[config.mk]
export PLATFORM = sky130hd
export DESIGN_NAME = mul_sequencer_flat
export DESIGN_NICKNAME = d
export VERILOG_FILES = /design/src/rtl/mul_sequencer_if.sv /design/src/rtl/mul_sequencer.sv /design/src/flat_wrapper.sv
export SDC_FILE = /design/constraint.sdc
export NUM_CORES = 1
export LEC_CHECK = 0
export CAP_MARGIN = 20
export CORE_MARGIN = 4
export CORE_UTILIZATION = 30
export CTS_CLUSTER_SIZE = 8
export DETAILED_ROUTE_END_ITERATION = 16
export HOLD_SLACK_MARGIN = 0.02
export REMOVE_ABC_BUFFERS = 1
export SYNTH_ARGS = -nofsm -noshare
export SYNTH_HDL_FRONTEND = slang
export SYNTH_SLANG_ARGS = --single-unit
export TNS_END_PERCENT = 1
[constraint.sdc]
create_clock -name clk -period 2.65 [get_ports clk]
set_input_delay 0.53 -clock clk [delete_from_list [all_inputs] [get_ports clk]]
set_output_delay 0.53 -clock clk [all_outputs]
set_load 0.01 [all_outputs]
[src/rtl/mul_sequencer_if.sv]
// mul_sequencer_if: decoder-side MUL handshake and result bus
interface mul_sequencer_if #(
    parameter int WIDTH = 8
);
    logic start;
    logic [WIDTH-1:0] opA;
    logic [WIDTH-1:0] opB;
    logic stall;
    logic done;
    logic busy;
    logic [WIDTH-1:0] result;
    modport master (output start, opA, opB, input stall, done, busy, result);
    modport slave (input start, opA, opB, output stall, done, busy, result);
endinterface

[src/rtl/mul_sequencer.sv]
// mul_sequencer: shift-add multiplier controller that stalls the core while a MUL iterates
module mul_sequencer #(
    parameter int WIDTH = 8,
    parameter int RESULT_HIGH = 1
) (
    input logic clk,
    input logic reset,
    mul_sequencer_if.slave bus
);
    localparam int CW = $clog2(WIDTH);
    localparam logic [1:0] IDLE = 2'd0;
    localparam logic [1:0] RUN = 2'd1;
    localparam logic [1:0] DONE = 2'd2;
    localparam logic [CW-1:0] LAST = CW'(WIDTH - 1);
    logic [1:0] state;
    logic [CW-1:0] count;
    logic [2*WIDTH-1:0] prod;
    logic [WIDTH-1:0] mcand;
    logic [WIDTH:0] sum;
    // One shift-add step: add the multiplicand to the accumulator when the multiplier LSB is set
    always_comb sum = {1'b0, prod[2*WIDTH-1:WIDTH]} + {1'b0, mcand & {WIDTH{prod[0]}}};
    // Capture operands in IDLE, iterate WIDTH steps in RUN, then hand the result over in DONE
    always_ff @(posedge clk) begin
        if (reset) begin
            state <= IDLE;
            count <= '0;
            prod <= '0;
            mcand <= '0;
        end else begin
            case (state)
                IDLE: if (bus.start) begin
                    mcand <= bus.opA;
                    prod <= {{WIDTH{1'b0}}, bus.opB};
                    count <= '0;
                    state <= RUN;
                end
                RUN: begin
                    prod <= {sum, prod[WIDTH-1:1]};
                    count <= count + 1'b1;
                    state <= count == LAST ? DONE : RUN;
                end
                default: state <= IDLE;
            endcase
        end
    end
    assign bus.stall = !reset && ((state == IDLE && bus.start) || state == RUN);
    assign bus.done = state == DONE;
    assign bus.busy = state != IDLE;
    assign bus.result = RESULT_HIGH != 0 ? prod[2*WIDTH-1:WIDTH] : prod[WIDTH-1:0];
endmodule

[src/flat_wrapper.sv]
// flat-port wrapper written by rule: the top's interface ports become plain ports
module mul_sequencer_flat 
#(
    parameter int WIDTH = 8,
    parameter int RESULT_HIGH = 1
)
  (clk, reset, bus_start, bus_opA, bus_opB, bus_stall, bus_done, bus_busy, bus_result);
  mul_sequencer_if #(.WIDTH(WIDTH)) bus_i ();
  input logic clk;
  input logic reset;
  input wire logic [$bits(bus_i.start)-1:0] bus_start;
  input wire logic [$bits(bus_i.opA)-1:0] bus_opA;
  input wire logic [$bits(bus_i.opB)-1:0] bus_opB;
  output wire logic [$bits(bus_i.stall)-1:0] bus_stall;
  output wire logic [$bits(bus_i.done)-1:0] bus_done;
  output wire logic [$bits(bus_i.busy)-1:0] bus_busy;
  output wire logic [$bits(bus_i.result)-1:0] bus_result;
  assign bus_i.start = bus_start;
  assign bus_i.opA = bus_opA;
  assign bus_i.opB = bus_opB;
  assign bus_stall = bus_i.stall;
  assign bus_done = bus_i.done;
  assign bus_busy = bus_i.busy;
  assign bus_result = bus_i.result;
  mul_sequencer #(.WIDTH(WIDTH), .RESULT_HIGH(RESULT_HIGH)) u_core (.clk(clk), .reset(reset), .bus(bus_i));
endmodule
==> metrics.txt <==
run status=completed; maximum vdd ir drop=0.259 mV; switching power=0.267 mW; Placer Congestion=0.728; Clock Power Share=47.7%; Int Pwr=0.895 mW; destination of the worst register-to-register timing path=u_core.prod[15]; placed cell count=281; type of the worst min-delay path=reg2reg; area of combinational cells with multiple inputs=878 um^2; IO Count=30; setup TNS=0 ns; cell taking the most area after synthesis=sky130_fd_sc_hd__dfxtp_1; diodes inserted=0; Crit Path Category=in2out; startpoint kind of the worst setup timing path=input port; cell types occupying the most area after synthesis=sky130_fd_sc_hd__dfxtp_1 37%, sky130_fd_sc_hd__nand2_1 9.6%, sky130_fd_sc_hd__ha_1 8.0%; register area=581 um^2; clk buf depth=2; final cycle utilization of the critical path=90.1%; max incr delay on CP=0.58 ns; Initial DRT Pass Iterations=4; hold_ws=0.452 ns; floorplan row count=26; leakage power=0.814 nW; switching share of total power=22.9%; arrival time of the worst setup path=1.86 ns; number of buffers added by the clock tree synthesis step=5; area share of and/or/nand/nor cells after synthesis=26.0%; sequential group share of total power=40.8%; largest net degree at the start of global routing=33; post-synthesis share of cell area spent on full adders, half adders and majority gates=9.24%; Post-synth ARST share=0%; YS warnings=0; 1st-iter DRT viols=66; wire length of the first global-routing pass=5980 um; portion of total power attributed to combinational logic=11.5%; Setup Buffers After CTS=0; standard cell core area=5110 um^2; Tightest Pin Transition=0.824 ns; latest clock arrival within the worst-skew pair=0.28 ns; post-route worst setup slack=0.262 ns; count of placed standard cells in the final layout, fillers left out=289; count of cell types in the netlist=33; minimum period implied by the final worst setup slack=2.39 ns; mean area per synthesized cell=7.98 um^2; number of gates resized after CTS=0; max-slew violation count=0; required time of the critical path=2.12 ns; Wirelength per Cell=12.2 um; Critical Path Fanout Max=2; max_slew headroom=44.9%; number of synthesized flops with an enable pin=0; #FFs+latches synth=29; remaining design rule violation count=0; clock-pin transition on the worst setup and hold timing paths=0.06 ns; number of buffers inserted by port buffering=29; sequential share of the synthesized area=36.9%; root buf cell=sky130_fd_sc_hd__clkbuf_8; total power draw=1.16 mW; sequence of cells on the critical path=clkdlybuf4s50_1, nand2_1, a21oi_1, clkdlybuf4s50_1; post-synthesis instance total=197; CTS H-tree lvls=2; nets=248; final routed wirelength across all metal layers=3530 um; Area growth, synth to finish=27.8%; most common flop cell mapped by yosys=sky130_fd_sc_hd__dfxtp_1; antenna viol nets, final=0; initial core utilization=30.8%; combinational family with the most area after synthesis=simple AND/OR/NAND/NOR gates; worst hold start=u_core.mcand[1]; share of the synthesized area in compound gates (AO/OA/AOI/OAI)=17.7%; most instantiated library cell after synthesis=sky130_fd_sc_hd__nand2_1; count of filler cells inserted in the layout=547; CTS tree=built; die outline area=6460 um^2; commonest cells in the netlist=40 x sky130_fd_sc_hd__nand2_1, 29 x sky130_fd_sc_hd__dfxtp_1, 20 x sky130_fd_sc_hd__a21oi_1; via count of the first global-routing pass=1303; die span in y=80.4 um; Register-to-Register Setup Slack=0.44 ns; destination of the worst hold path=u_core.mcand[1]; count of endpoints failing hold in the final timing report=0; Detail Placement HPWL=2430 um; via count of the routed design=1349; Most Frequent Cell on Critical Path=sky130_fd_sc_hd__clkdlybuf4s50_1; worst clock skew=0.00477 ns; share of final-layout standard cells stronger than drive strength 1=6.39%; vias per cell=4.67; pre-CTS setup slack=0.235 ns; Clock Sink Count=29; cell area power density=578 nW/um^2; master of the slowest instance on the critical path=sky130_fd_sc_hd__clkdlybuf4s50_1; type of destination of the critical path=output port; initial antenna violation count=0; GRT Residual Overflow=0; Post-Synth XOR/XNOR Area=1.67%; horizontal extent of the die=80.4 um; top cell type's share of synthesized area=36.9%; reg2reg path depth=8; RSZ-0062 raised after global routing=no; source of the worst register-to-register timing path=u_core.prod[0]; number of cells on the worst hold path=2; GRT Total Usage=11.8%; fraction of synthesized area in multiplexers=1.27%; max-cap violation count=0; number of buffers added to fix hold violations after cts=0; total standard cell area after synthesis=1570 um^2; final-report setup violation count=0; maximum operating frequency=419 MHz
==> placed cells by master (no fill, tap or decap), types with 2 or more instances in the layout <==
master / count
sky130_fd_sc_hd__nand2_1: 40
sky130_fd_sc_hd__clkdlybuf4s50_1: 29
sky130_fd_sc_hd__dfxtp_1: 29
sky130_fd_sc_hd__a21oi_1: 20
sky130_fd_sc_hd__nor2_1: 15
sky130_fd_sc_hd__and2_1: 10
sky130_fd_sc_hd__ha_1: 10
sky130_fd_sc_hd__nand3_1: 8
sky130_fd_sc_hd__a311oi_1: 8
sky130_fd_sc_hd__clkbuf_8: 5
sky130_fd_sc_hd__buf_4: 4
sky130_fd_sc_hd__nand2b_1: 3
sky130_fd_sc_hd__nor2b_1: 3
sky130_fd_sc_hd__nor3_1: 3
sky130_fd_sc_hd__o21ai_0: 3
sky130_fd_sc_hd__a21o_1: 3
sky130_fd_sc_hd__a31oi_1: 3
sky130_fd_sc_hd__inv_1: 2
sky130_fd_sc_hd__a211oi_1: 2
sky130_fd_sc_hd__mux2i_1: 2
sky130_fd_sc_hd__xnor2_1: 2
sky130_fd_sc_hd__bufinv_16: 2
==> stage by stage <==
stage          utilization [%]  cell area (um^2)
2_1_floorplan                -              1470
3_3_place_gp              36.7              1870
3_5_place_dp              36.7              1870
4_1_cts                   39.3              2010
5_1_grt                   39.3              2010
6_report                  39.3              2010
==> worst max path at each step <==
stage,from,end,cells after the start
after floorplan,u_core.prod[0],u_core.prod[15],8
after global placement,bus_start,bus_stall,4
after detailed placement,bus_start,bus_stall,4
after CTS,bus_start,bus_stall,4
after global routing,bus_start,bus_stall,4
final,bus_start,bus_stall,4
==> logic make-up after synthesis <==
family	after synthesis
flip-flops	29
AO/OA/AOI/OAI	43
buffers and inverters	21
AND/OR/NAND/NOR	88
multiplexers	2
adder cells (fa/ha/maj)	11
XOR/XNOR	3
==> metal layers <==
layer	global-route usage [%]	up-vias	share of wire, %
met3	4.37	7	5.9
met1	15.6	597	49
met5	0	-	0
met4	4.05	0	1.6
li1	-	714	-
met2	17.6	31	44
==> state kept, by name, indices dropped and copies added (netlist names) <==
name and flops:
u_core.count 3, u_core.prod 16, u_core.state 2, u_core.mcand 8
==> layout make-up <==
cell class | count | area share (%)
flip-flops and latches | 29 | 28.9
clock buffers | 5 | 3.43
multi-input cells | 147 | 43.7
well taps | 70 | 4.36
repair buffers | 33 | 16.0
inverters | 2 | 0.374
clock inverters | 3 | 3.24
==> critical path: cells and delay by family <==
family | cells | cell delay, ns
AO/OA/AOI/OAI | 1 | 0.20
buffers and inverters | 2 | 1.05
AND/OR/NAND/NOR | 1 | 0.08
==> power by group through the flow <==
stage	combinational, mW	sequential, mW	clock [mW]
global route	0.153	0.478	0.586
floorplan	0.0688	0.480	0
finish	0.134	0.474	0.554
CTS	0.136	0.474	0.568
global placement	0.135	0.484	0
detailed placement	0.136	0.484	0
(Power assumes the default switching activity.)
